--- config.mk ---
export PLATFORM = sky130hd
export DESIGN_NAME = uart_tx_scheduler
export DESIGN_NICKNAME = d
export VERILOG_FILES = /design/src/rtl/uart_tx_scheduler.sv
export SDC_FILE = /design/constraint.sdc
export NUM_CORES = 1
export LEC_CHECK = 0
export CORE_MARGIN = 1.5
export CORE_UTILIZATION = 49
export CTS_BUF_LIST = sky130_fd_sc_hd__clkbuf_8
export DETAILED_ROUTE_END_ITERATION = 8
export PLACE_DENSITY = 0.76
export SYNTH_ARGS = -nofsm -noshare
export SYNTH_HDL_FRONTEND = slang
export SYNTH_SLANG_ARGS = --single-unit
--- constraint.sdc ---
create_clock -name clock -period 2.6 [get_ports clock]
set_input_delay 0.52 -clock clock [delete_from_list [all_inputs] [get_ports clock]]
set_output_delay 0.52 -clock clock [all_outputs]
set_load 0.01 [all_outputs]
--- src/rtl/uart_tx_scheduler.sv ---
// Round-robin arbiter with optional multi-byte lock feeding a single 8N1 UART
// transmitter; bit timing comes from a divisor latched when each byte is accepted.
//
//   state   | meaning
//   --------+----------------------------------------------------------
//   S_IDLE  | line idle high, arbitration open, one byte accepted per grant
//   S_START | start bit (low) for D cycles
//   S_DATA  | 8 data bits, LSB first, D cycles each
//   S_STOP  | stop bit (high) for D cycles, then back to S_IDLE
module uart_tx_scheduler #(
  parameter int P_NUM_REQ   = 4,
  parameter int P_DIV_WIDTH = 16,
  parameter int P_ID_WIDTH  = $clog2(P_NUM_REQ)
) (
  input  logic                   clock,
  input  logic                   reset,
  input  logic [P_DIV_WIDTH-1:0] i_div,
  input  logic [P_NUM_REQ-1:0]   i_req_valid,
  input  logic [8*P_NUM_REQ-1:0] i_req_data,
  input  logic [P_NUM_REQ-1:0]   i_req_last,
  output logic [P_NUM_REQ-1:0]   o_req_ready,
  output logic [P_ID_WIDTH-1:0]  o_grant_id,
  output logic                   o_busy,
  output logic                   o_tx
);

  typedef enum logic [1:0] {S_IDLE, S_START, S_DATA, S_STOP} state_t;

  state_t                 state;
  logic [P_DIV_WIDTH-1:0] div_q;
  logic [P_DIV_WIDTH-1:0] bit_cnt;
  logic [2:0]             bit_idx;
  logic [2:0]             next_idx;
  logic [7:0]             data_q;
  logic                   locked;
  logic [P_ID_WIDTH-1:0]  lock_id;
  logic [P_ID_WIDTH-1:0]  rr_ptr;
  logic [P_ID_WIDTH-1:0]  next_ptr;
  logic                   found;
  logic [P_ID_WIDTH-1:0]  win_id;
  logic                   bit_done;
  int                     idx;

  assign bit_done = (bit_cnt == div_q - P_DIV_WIDTH'(1));
  assign next_idx = bit_idx + 3'd1;
  assign next_ptr = (win_id == P_ID_WIDTH'(P_NUM_REQ - 1)) ? '0 : win_id + P_ID_WIDTH'(1);

  // While locked only the lock holder may win; otherwise search upward from rr_ptr.
  always_comb begin
    found       = 1'b0;
    win_id      = '0;
    o_req_ready = '0;
    idx         = 0;
    if (state == S_IDLE) begin
      if (locked) begin
        if (i_req_valid[lock_id]) begin
          found  = 1'b1;
          win_id = lock_id;
        end
      end else begin
        for (int i = 0; i < P_NUM_REQ; i++) begin
          idx = int'(rr_ptr) + i;
          if (idx >= P_NUM_REQ) idx = idx - P_NUM_REQ;
          if (!found && i_req_valid[idx]) begin
            found  = 1'b1;
            win_id = P_ID_WIDTH'(idx);
          end
        end
      end
      if (found) o_req_ready[win_id] = 1'b1;
    end
  end

  always_ff @(posedge clock) begin
    if (reset) begin
      state      <= S_IDLE;
      o_tx       <= 1'b1;
      o_busy     <= 1'b0;
      o_grant_id <= '0;
      locked     <= 1'b0;
      lock_id    <= '0;
      rr_ptr     <= '0;
      div_q      <= P_DIV_WIDTH'(2);
      bit_cnt    <= '0;
      bit_idx    <= '0;
      data_q     <= '0;
    end else begin
      case (state)
        S_IDLE: begin
          if (found) begin
            data_q     <= i_req_data[8*win_id +: 8];
            div_q      <= (i_div < P_DIV_WIDTH'(2)) ? P_DIV_WIDTH'(2) : i_div;
            o_grant_id <= win_id;
            rr_ptr     <= next_ptr;
            locked     <= ~i_req_last[win_id];
            lock_id    <= win_id;
            bit_cnt    <= '0;
            o_tx       <= 1'b0;
            o_busy     <= 1'b1;
            state      <= S_START;
          end
        end
        S_START: begin
          if (bit_done) begin
            bit_cnt <= '0;
            bit_idx <= '0;
            o_tx    <= data_q[0];
            state   <= S_DATA;
          end else begin
            bit_cnt <= bit_cnt + P_DIV_WIDTH'(1);
          end
        end
        S_DATA: begin
          if (bit_done) begin
            bit_cnt <= '0;
            if (bit_idx == 3'd7) begin
              o_tx  <= 1'b1;
              state <= S_STOP;
            end else begin
              bit_idx <= next_idx;
              o_tx    <= data_q[next_idx];
            end
          end else begin
            bit_cnt <= bit_cnt + P_DIV_WIDTH'(1);
          end
        end
        S_STOP: begin
          if (bit_done) begin
            bit_cnt <= '0;
            o_busy  <= 1'b0;
            state   <= S_IDLE;
          end else begin
            bit_cnt <= bit_cnt + P_DIV_WIDTH'(1);
          end
        end
        default: state <= S_IDLE;
      endcase
    end
  end

endmodule

==> tab_implementation.tex <==
\begin{tabular}{lr}
\hline
Metric & Value \\
\hline
\multicolumn{2}{l}{\textbf{Status}} \\
Outcome & finished with violations \\
Violations in the final reports & negative setup slack \\
\multicolumn{2}{l}{\textbf{Die}} \\
I/O Pins & between 60 and 70 \\
Die Area & $\sim$7400 um2 \\
Core Region & approximately 6500 um2 \\
Cell Rows & 29 \\
Die width & approximately 86 um \\
Initial cell density of the core & between 50\% and 60\% \\
Die boundary height & 85.7 um \\
\multicolumn{2}{l}{\textbf{Place}} \\
HPWL after detailed placement & 6.81 mm \\
Setup slack at placement & -585 ps \\
Placer congestion estimate & approximately 0.8 \\
Buffers added on ports & 65 \\
\multicolumn{2}{l}{\textbf{Global routing}} \\
Antenna violations before repair & 0 \\
Total grt overflow & 0 \\
Number of global-route vias before repair & 3352 \\
Overall track demand over capacity in global routing & about a quarter \\
Pin count of the biggest net entering global routing & 40 \\
First-pass GRT wire length & 15.2 mm \\
\multicolumn{2}{l}{\textbf{Synthesis}} \\
Synthesized Nets & between 400 and 500 \\
Post-synth design cell area & approximately 3400 um2 \\
Synthesis Warnings & 0 \\
Netlist cell types & 57 \\
Avg Synthesized Cell Area & a little under 8 um2 \\
Cell taking the most area after synthesis & sky130\_fd\_sc\_hd\_\_dfxtp\_1 \\
Number of storage elements in the synthesis netlist & 52 \\
Sequential share of the synthesized area & 31.0\% \\
Main area contributors after synthesis & sky130\_fd\_sc\_hd\_\_dfxtp\_1, sky130\_fd\_sc\_hd\_\_nand2\_1, sky130\_fd\_sc\_hd\_\_mux2i\_1 \\
Count of flip-flops with a built-in enable after synthesis & 0 \\
Synthesized instance count & between 400 and 500 \\
Post-synth top area share & around 31\% \\
Fraction of registers with async set or reset after synthesis & 0\% \\
Most repeated cell in the gate-level netlist after synthesis & sky130\_fd\_sc\_hd\_\_nand2\_1 \\
Leading cell types by count after synthesis & sky130\_fd\_sc\_hd\_\_nand2\_1, sky130\_fd\_sc\_hd\_\_dfxtp\_1, sky130\_fd\_sc\_hd\_\_a21oi\_1 \\
Dominant register cell in the synthesized netlist & sky130\_fd\_sc\_hd\_\_dfxtp\_1 \\
\multicolumn{2}{l}{\textbf{Setup path}} \\
Slowest cell on the critical path & sky130\_fd\_sc\_hd\_\_or4\_4 \\
Cell family with most CP delay & simple AND/OR/NAND/NOR gates \\
Worst setup path category & register to register \\
Number of buffer and inverter instances along the worst setup path & 1 \\
Critical path origin & div\_q[11] \\
Critical register-to-register path startpoint & div\_q[11] \\
Cell chain of the critical path & or4\_4 -> or3\_4 -> a2111oi\_4 -> a311oi\_2 -> nor4\_4 -> buf\_6 -> nand2\_4 -> a211o\_1 -> o211a\_1 \\
Critical path peak fanout & 4 \\
Endpoint class of the critical path & register \\
Data arrival at the endpoint of the critical path & 2940 ps \\
Req. time, crit path & around 2800 ps \\
Delay contributed by the slowest stage of the critical path & approximately 540 ps \\
Kind of start point of the critical path & register \\
\multicolumn{2}{l}{\textbf{Cells and area}} \\
Count of antenna diodes in the layout & 0 \\
Layout cell share with drive strength beyond 1 & between 10\% and 20\% \\
Growth of design area from synthesis to finish & 38.7\% \\
Count of nets after finishing & slightly below 600 \\
Register cell area after layout & 1040 um2 \\
Number of inserted filler cells in the final layout & around 510 \\
Area used by multi-input combinational logic & between 2000 and 2500 um2 \\
\multicolumn{2}{l}{\textbf{Power and ir drop}} \\
Sequential power share & about a quarter \\
Switching Fraction & between 40\% and 50\% \\
Net switching power & $\sim$2 mW \\
Internal & 2.57 mW \\
Static Leak & 1.83 nW \\
Power per standard cell area & 985 nW/um2 \\
Relative contribution of combinational cells to total power & roughly 64\% \\
Share of power burned in the clock network & between 10\% and 20\% \\
Peak VDD IR & approximately 0.8 mV \\
\multicolumn{2}{l}{\textbf{Clocking}} \\
TritonCTS clock tree & yes \\
Clock tree root buffer cell & sky130\_fd\_sc\_hd\_\_clkbuf\_8 \\
Number of CTS-inserted buffers & 5 \\
Number of levels in the clock H-tree & 2 \\
Count of hold-fix buffers inserted at cts & 0 \\
Deepest clock path buffer count & 2 \\
Number of clock sinks seen by CTS & 52 \\
Clock-pin transition on the worst setup and hold timing paths & 110 ps \\
Source-to-sink clock delay at the later pin of the worst-skew pair & 320 ps \\
\multicolumn{2}{l}{\textbf{Timing}} \\
Setup violations, final & 21 \\
Final Critical Period & 2710 ps \\
Final hold violation count & 0 \\
Final Max Tran Viols & 0 \\
Worst Clk Skew & between 10 and 15 ps \\
Period utilization & 104\% \\
Setup\_tns & -1550 ps \\
Max frequency & around 370 MHz \\
Min setup slack post-route & -110 ps \\
Unrepaired setup endpoints after global routing & yes \\
Least-Margin Pin Slew & between 500 and 600 ps \\
Worst slew slack as a fraction of its limit & between 60\% and 70\% \\
\multicolumn{2}{l}{\textbf{Worst hold path}} \\
Source of the worst hold timing path & data\_q[6] \\
Kind of path behind the tightest hold check & register to register \\
\multicolumn{2}{l}{\textbf{Drt}} \\
Vias per Instance & approximately 5.8 \\
Overall routed net length & between 9 and 10 mm \\
Average wire per cell in the routed design & around 15 um \\
Post-route ant nets & 0 \\
Number of DRC violations after detailed-routing iteration 0 & $\sim$130 \\
Number of detailed-routing iterations run before antenna repair & 5 \\
Routed vias & roughly 3500 \\
Post-route DRC & 0 \\
\multicolumn{2}{l}{\textbf{Run}} \\
Number of violations of the max-capacitance limit & 0 \\
\hline
\end{tabular}
-- final cells by class --
class	count	area share, %
clock buffers	5	1.48
multi-input cells	338	50.6
well taps	77	2.07
inverters	14	1.13
flip-flops and latches	52	22.5
clock inverters	3	0.538
repair buffers	109	21.7
-- logic make-up after synthesis --
group	Yosys count	synth area share [%]
xor gates and xnor gates	29	7.57
DFF	52	31.0
adders and majority gates	9	3.36
AOI/OAI and AO/OA	88	17.1
muxes	32	10.7
and+or+nand+nor	180	26.1
buffers and inverters	36	4.21
-- repair_timing --
action	4_1_cts	5_1_grt
endpoints found under the setup margin	27	27
pin swaps	9	8
hold endpoints to repair	0	0
setup buffers	3	2
resized for setup	38	18
-- sequential cells by signal (all words and copies together), names as in the netlist --
signal   cells
bit_idx      3
lock_id      2
data_q       8
rr_ptr       2
div_q       16
o_tx         1
state        2
locked       1
bit_cnt     16
o_busy       1
-- worst reg2reg max path, stage by stage, from the launching register on --
cell and delay (ps):
sky130_fd_sc_hd__dfxtp_2 330, sky130_fd_sc_hd__or4_4 540, sky130_fd_sc_hd__or3_4 400, sky130_fd_sc_hd__a2111oi_4 320, sky130_fd_sc_hd__a311oi_2 90, sky130_fd_sc_hd__nor4_4 290, sky130_fd_sc_hd__buf_6 170, sky130_fd_sc_hd__nand2_4 70
sky130_fd_sc_hd__a211o_1 300, sky130_fd_sc_hd__o211a_1 120
-- layer usage --
metal / vias to the layer above / GRT usage (%) / part of all wire, %
li1: 1707 / - / -
met1: 1643 / 29.4 / 42
met2: 85 / 47.3 / 52
met3: 15 / 5.10 / 4.8
met4: 0 / 6.30 / 1.5
met5: - / 0 / 0
-- power groups by stage --
stage	clock, mW	sequential [mW]	combinational [mW]
floorplan	0	1.18	1.70
global placement	0	1.18	2.58
detailed placement	0	1.18	2.63
CTS	0.495	1.17	2.74
global route	0.529	1.20	3.18
finish	0.493	1.18	2.91
-- per-stage QoR --
| step | util, % | instance area [um2] | hold slack, ps | std cells | power (mW) |
|---|---|---|---|---|---|
| after global routing | 71.6 | 4650 | 486 | 598 | 4.91 |
| after detailed placement | 67.1 | 4360 | 447 | 585 | 3.82 |
| after CTS | 70.0 | 4550 | 463 | 596 | 4.41 |
| after global placement | 67.1 | 4360 | 443 | 585 | 3.76 |
| final | 71.6 | 4650 | 461 | 598 | 4.58 |
| after floorplan | - | 3380 | 433 | 426 | 2.88 |
-- final timing paths --
check               to  slack [ps]  cells past startpoint
max           state[0]        -110                      9
min          data_q[6]         460                      2
max reg2reg   state[0]        -110                      9
min reg2reg  data_q[6]         460                      2
-- cells in the final DEF (no fill, tap or decap), types with 4 or more instances in the layout --
cell / Yosys / routed
sky130_fd_sc_hd__nand2_1: 72 / 70
sky130_fd_sc_hd__a21oi_1: 34 / 32
sky130_fd_sc_hd__clkbuf_8: 0 / 5
sky130_fd_sc_hd__o21ai_1: 4 / 6
sky130_fd_sc_hd__o211ai_1: 9 / 9
sky130_fd_sc_hd__ha_1: 9 / 9
sky130_fd_sc_hd__nor2b_1: 4 / 4
sky130_fd_sc_hd__mux2i_1: 20 / 19
sky130_fd_sc_hd__nor4_1: 7 / 5
sky130_fd_sc_hd__and2_1: 4 / 4
sky130_fd_sc_hd__xor2_1: 15 / 15
sky130_fd_sc_hd__dfxtp_1: 52 / 49
sky130_fd_sc_hd__nor3_1: 10 / 9
sky130_fd_sc_hd__mux2_2: 10 / 10
sky130_fd_sc_hd__nor2_1: 33 / 32
sky130_fd_sc_hd__inv_1: 13 / 13
sky130_fd_sc_hd__clkdlybuf4s50_1: 0 / 57
sky130_fd_sc_hd__buf_4: 1 / 38
sky130_fd_sc_hd__nand2b_1: 6 / 6
sky130_fd_sc_hd__nand3_1: 13 / 12
sky130_fd_sc_hd__xnor2_1: 14 / 14
sky130_fd_sc_hd__o21ai_0: 9 / 5
sky130_fd_sc_hd__dlygate4sd2_1: 0 / 4
sky130_fd_sc_hd__and3_1: 7 / 7
Power figures use the tool's default switching activity.
